==> src/rtl/bsg_idiv_pkg.sv <==
// Shared types and helpers for the iterative divider front-end and its consumers.
package bsg_idiv_pkg;

    typedef enum logic [1:0] {
        DIV  = 2'b00,
        DIVU = 2'b01,
        REM  = 2'b10,
        REMU = 2'b11
    } bsg_idiv_op_e;

    typedef enum logic [1:0] {
        IDLE,
        ISSUE,
        WAIT_RES,
        RESP
    } bsg_idiv_issue_state_e;

    // DIV and REM are the signed flavours (op[0] clear)
    function automatic logic op_is_signed(input bsg_idiv_op_e op);
        return ~op[0];
    endfunction

    // REM and REMU return the remainder (op[1] set)
    function automatic logic op_is_rem(input bsg_idiv_op_e op);
        return op[1];
    endfunction

endpackage

==> src/rtl/bsg_idiv_op_decode.sv <==
// Combinational decode of a divider opcode into signed/remainder selects,
// plus a zero-divisor detect on the accompanying divisor.
module bsg_idiv_op_decode
    import bsg_idiv_pkg::*;
#(
    parameter int unsigned width_p = 32
) (
    input  logic [1:0]         op,
    input  logic [width_p-1:0] divisor,
    output logic               is_signed,
    output logic               is_rem,
    output logic               divisor_zero
);

    assign is_signed    = op_is_signed(bsg_idiv_op_e'(op));
    assign is_rem       = op_is_rem(bsg_idiv_op_e'(op));
    assign divisor_zero = (divisor == '0);

endmodule

==> src/rtl/bsg_idiv_iterative_issue.sv <==
// Request front-end and result steering for the iterative integer divider.
// Holds one request at a time, issues it to the divider over valid/ready,
// consumes the quotient/remainder pair and returns the selected result with
// its tag over valid/yumi.
// Optional feature macro: BSG_IDIV_ZERO_FASTPATH_EN (zero-divisor bypass).
module bsg_idiv_iterative_issue
    import bsg_idiv_pkg::*;
#(
    parameter int unsigned width_p     = 32,
    parameter int unsigned tag_width_p = 5
) (
    input  logic                   clk_i,
    input  logic                   reset_i,

    input  logic                   v_i,
    output logic                   ready_and_o,
    input  logic [1:0]             op_i,
    input  logic [width_p-1:0]     dividend_i,
    input  logic [width_p-1:0]     divisor_i,
    input  logic [tag_width_p-1:0] tag_i,

    output logic                   div_v_o,
    input  logic                   div_ready_and_i,
    output logic [width_p-1:0]     div_dividend_o,
    output logic [width_p-1:0]     div_divisor_o,
    output logic                   div_signed_o,

    input  logic                   div_v_i,
    input  logic [width_p-1:0]     div_quotient_i,
    input  logic [width_p-1:0]     div_remainder_i,
    output logic                   div_yumi_o,

    output logic                   v_o,
    output logic [width_p-1:0]     result_o,
    output logic [tag_width_p-1:0] tag_o,
    input  logic                   yumi_i
);

`ifdef BSG_IDIV_ZERO_FASTPATH_EN
    localparam bit zero_fastpath = 1'b1;
`else
    localparam bit zero_fastpath = 1'b0;
`endif

    bsg_idiv_issue_state_e state, state_next;

    // Request register keeps the opcode in decoded form (signed/rem selects)
    logic                   req_signed;
    logic                   req_rem;
    logic [width_p-1:0]     req_dividend;
    logic [width_p-1:0]     req_divisor;
    logic [width_p-1:0]     result;
    logic [tag_width_p-1:0] tag;

    logic in_signed;
    logic in_rem;
    logic in_zero;
    logic accept;
    logic take_fast;
    logic take_result;

    bsg_idiv_op_decode #(
        .width_p(width_p)
    ) decode (
        .op          (op_i),
        .divisor     (divisor_i),
        .is_signed   (in_signed),
        .is_rem      (in_rem),
        .divisor_zero(in_zero)
    );

    assign accept      = v_i & ready_and_o;
    assign take_fast   = accept & zero_fastpath & in_zero;
    assign take_result = (state == WAIT_RES) & div_v_i;

    assign div_dividend_o = req_dividend;
    assign div_divisor_o  = req_divisor;
    assign result_o       = result;
    assign tag_o          = tag;

    // State register; reset forces IDLE immediately
    always_ff @(posedge clk_i or posedge reset_i) begin
        if (reset_i) begin
            state <= IDLE;
        end else begin
            state <= state_next;
        end
    end

    // Next-state and handshake outputs
    always_comb begin
        state_next   = state;
        ready_and_o  = 1'b0;
        div_v_o      = 1'b0;
        div_signed_o = 1'b0;
        div_yumi_o   = 1'b0;
        v_o          = 1'b0;
        unique case (state)
            IDLE: begin
                // state already reads IDLE during reset, so ready is masked explicitly
                ready_and_o = ~reset_i;
                if (v_i) begin
                    state_next = (zero_fastpath && in_zero) ? RESP : ISSUE;
                end
            end
            ISSUE: begin
                div_v_o      = 1'b1;
                div_signed_o = req_signed;
                if (div_ready_and_i) begin
                    state_next = WAIT_RES;
                end
            end
            WAIT_RES: begin
                div_yumi_o = div_v_i;
                if (div_v_i) begin
                    state_next = RESP;
                end
            end
            RESP: begin
                v_o = 1'b1;
                if (yumi_i) begin
                    state_next = IDLE;
                end
            end
            default: state_next = IDLE;
        endcase
    end

    // Request, result and tag registers
    always_ff @(posedge clk_i or posedge reset_i) begin
        if (reset_i) begin
            req_signed   <= 1'b0;
            req_rem      <= 1'b0;
            req_dividend <= '0;
            req_divisor  <= '0;
            result       <= '0;
            tag          <= '0;
        end else begin
            if (accept) begin
                req_signed   <= in_signed;
                req_rem      <= in_rem;
                req_dividend <= dividend_i;
                req_divisor  <= divisor_i;
                tag          <= tag_i;
                if (take_fast) begin
                    result <= in_rem ? dividend_i : '1;
                end
            end
            if (take_result) begin
                result <= req_rem ? div_remainder_i : div_quotient_i;
            end
        end
    end

endmodule

==> config.mk <==
export PLATFORM = sky130hd
export DESIGN_NAME = bsg_idiv_iterative_issue
export DESIGN_NICKNAME = d
export VERILOG_FILES = /design/src/rtl/bsg_idiv_pkg.sv /design/src/rtl/bsg_idiv_op_decode.sv /design/src/rtl/bsg_idiv_iterative_issue.sv
export SDC_FILE = /design/constraint.sdc
export NUM_CORES = 1
export LEC_CHECK = 0
export CORE_MARGIN = 2
export CORE_UTILIZATION = 42
export DETAILED_ROUTE_END_ITERATION = 10
export PLACE_DENSITY_LB_ADDON = 0.1
export SETUP_SLACK_MARGIN = 0.5
export SYNTH_ARGS = -nofsm -noshare
export SYNTH_HDL_FRONTEND = slang
export SYNTH_HIERARCHICAL = 1
export SYNTH_SLANG_ARGS = --single-unit
==> constraint.sdc <==
create_clock -name clk_i -period 6.15 [get_ports clk_i]
set_input_delay 0.9225 -clock clk_i [delete_from_list [all_inputs] [get_ports clk_i]]
set_output_delay 0.9225 -clock clk_i [all_outputs]
set_load 0.02 [all_outputs]
Word level (Yosys, flattened, before mapping)
Cells that the tools add are included.
{"block": "word_totals", "regBits": 105, "input_bits": 141, "output_inout_bits": 106, "elab_cells": 31}
{"block": "classes", "eq_ne": 7, "mux": 11, "bitwise_logic": 4, "n_reduce_logical": 2}
{"operator": "32-bit two-way mux", "n": 1}
{"operator": "2-bit two-way mux", "n": 4}
{"operator": "2-bit inequality test (second input constant)", "n": 4}
{"operator": "2-bit case mux with 4 select lines", "n": 1}
{"operator": "1-bit two-way mux", "n": 5}
{"operator": "2-bit equality test (second input constant)", "n": 2}
{"operator": "4-bit AND reduction", "n": 1}
{"operator": "1-bit bitwise AND", "n": 2}
{"operator": "2-bit by 1-bit equality test with 1-bit output (second input constant)", "n": 1}
{"operator": "2-bit logical NOT", "n": 1}
{"operator": "1-bit inverter", "n": 2}

Longest topological paths before layout
{"block": "depth", "ltp_word": 3, "ltp_mapped": 7}

Hierarchy
Netlist, hierarchy kept.
{"module": "bsg_idiv_iterative_issue", "instances": 1, "cells_per_inst": 309, "area_each_um2": 4336.7}
{"module": "bsg_idiv_op_decode", "instances": 1, "cells_per_inst": 13, "area_each_um2": 83.8}

Worst setup path after synthesis
No wires, ideal clock.
{"block": "synth_timing", "kind": "input -> output", "startpoint": "in div_v_i", "endpoint": "out div_yumi_o", "t_arrival_ns": 1.441, "slack_ns": 3.786, "path_stages": 3, "path_buffers": 2, "path_cell_list": "and2_1 buf_2 buf_2"}
{"block": "synth_via", "elab_chain_len": 1}
{"element": "start: declaration", "line": "bsg_idiv_iterative_issue.sv:28", "rtl": "input logic div_v_i,"}
{"element": "1-bit two-way mux", "line": "bsg_idiv_iterative_issue.sv:98", "rtl": "unique case (state)"}
{"element": "end: declaration", "line": "bsg_idiv_iterative_issue.sv:31", "rtl": "output logic div_yumi_o,"}
No other way between the ends.

Worst setup path after layout
Ends and elaborated chain as after synthesis.

==> out/qor.yml <==
drt:
  firstDrtPassIters: 4
  viasPerCell: 4.75
  via_count: 3275
  routed_wl_microns: 11000
  drc_errors: 0
  ant_nets: 0
  first_iter_violations: 95
  post_drt_wl_per_cell_microns: 15.9
hold_path:
  hold_class: "flip-flop to flip-flop"
  hold-path-cell-count: 1
place:
  portBuffers: 246
  hpwlAfterDp_microns: 8430
  gp_congestion: 0.741
floorplanning:
  die_w_microns: 106
  io_pins: 247
  start_util: 0.427
  placementRows: 37
  die_y_microns: 106
  die_area_sq_um: 11200
  core_region_area_sq_um: 10200
sta:
  final.setup.tns_ns: 0
  grt_setup_unrepaired: "no"
  finalCritPeriodShare: 0.646
  hold_viol: 0
  fmax_mhz: 252
  slew_violations: 0
  max_slew_margin: 0.294
  whs_ns: 0.494
  finalSetupViolCount: 0
  worst_pin_slew_ns: 1.06
  fin_skew_ns: 0.0146
  post-route-min-period_ns: 3.97
global_route:
  grt_pass1_vias: 3499
  use_met2: 0.347
  grtUsageTotal: 0.198
  grt_max_degree: 74
  grt_overflow_total: 0
  grt_pass1_wl_microns: 17200
  use_met1: 0.217
  antenna_found_initial: 0
  grt_busiest_layer: "met2"
  met3_usage: 0.0724
clocking:
  cts_tree: "done"
  cts_resized: 0
  clk_pin_slew_worst_paths_ns: 0.09
  clkLatencyLatePin_ns: 0.36
  root_buffer: "clkbuf_8"
  htree_levels: 3
  ctsLongestPathBuffers: 2
  cts_buffers: 9
  cts_setup_buffers: 0
  ctsHoldBuffers: 0
  cts.sinks: 105
cells_and_area:
  drive_above_1_share: 0.0397
  final_common_cell: "clkdlybuf4s50_1"
  fillers: 785
  layout.nets: 695
  synthToLayoutAreaGrowth_pct: 62.2
  final_cell_mix: "246 x clkdlybuf4s50_1, 104 x dfrtp_1, 72 x mux2_1"
  antenna_cells: 0
synthesis:
  syn_inst: 311
  synth_warnings: 6
  syn-cell-area_sq_um: 4350
  syn_nets: 456
  syn-mean-instance-area_sq_um: 14.0
setup_path:
  critPathMostFrequentCell: "clkdlybuf4s50_1"
  crit_path_end_kind: "output port"
  crit_slowest_cell: "and2_2"
  cp-start-kind: "primary input"
  slowest_delay_ns: 0.85
  critPathMaxFanout: 65
  cp_cell_sequence: "clkdlybuf4s50_1 -> and2_2 -> clkdlybuf4s50_1"
  crit_type: "primary input to output port"
  crit_arrival_ns: 3.05
  worstRegToRegCells: 5
  required_ns: 5.23
power:
  power_density_nw_per_um2: 497
  power.leakage_nw: 2.98
  peakVddDrop_uv: 268
status:
  status: "finished, final reports clean"
run:
  maxCapViolations: 0
## stage by stage
| step | area (sq um) | power [mW] | utilization | cells | worst slack, ns |
|---|---|---|---|---|---|
| detailed placement | 6850 | 3.11 | 0.673 | 675 | 2.21 |
| global placement | 6850 | 3.06 | 0.673 | 675 | 2.23 |
| global route | 7050 | 3.71 | 0.692 | 690 | 2.03 |
| finish | 7050 | 3.50 | 0.692 | 690 | 2.18 |
| CTS | 7050 | 3.55 | 0.692 | 690 | 2.20 |
| floorplan | 4350 | 2.19 | - | 311 | 2.47 |
## report_power, final
| part | switching, mW | total (mW) | internal (mW) |
|---|---|---|---|
| clock | 0.231 | 0.432 | 0.201 |
| combinational | 0.867 | 1.81 | 0.944 |
| sequential | 0.223 | 1.26 | 1.04 |
## final timing paths
check	startpoint	end	slack, ns
min in group asynchronous	reset_i	div_dividend_o[10]	1.01
max in group asynchronous	reset_i	req_rem	3.85
hold / removal	req_signed	req_signed	0.49
setup reg to reg	state[0]	div_dividend_o[30]	4.05
hold reg to reg	req_signed	req_signed	0.49
setup / recovery	div_v_i	div_yumi_o	2.18
## cell type report
cell class,count,area [sq um],area share
clock buffer,10,138,0.0195
clock inverter,5,63.8,0.00905
inverter,5,21.3,0.00302
multi-input combinational,182,1560,0.221
sequential,105,2630,0.373
tap,136,170,0.0241
timing repair buffer,247,2470,0.350
## state kept, by name, summed over array words and instances, names as in the netlist
| register | cells |
|---|---|
| div_dividend_o | 32 |
| div_divisor_o | 32 |
| req_rem | 1 |
| req_signed | 1 |
| result_o | 32 |
| state | 2 |
| tag_o | 5 |
## critical path: cells and delay by family
family / cells / cell delay, ns
buf+inv: 2 / 1.25
simple gates: 1 / 0.85
## layer usage
| layer | vias up | routed length, microns |
|---|---|---|
| met5 | - | 0 |
| li1 | 1547 | - |
| met2 | 153 | 5460 |
| met3 | 23 | 1110 |
| met4 | 0 | 267 |
| met1 | 1552 | 4130 |
(Power assumes the default switching activity.)
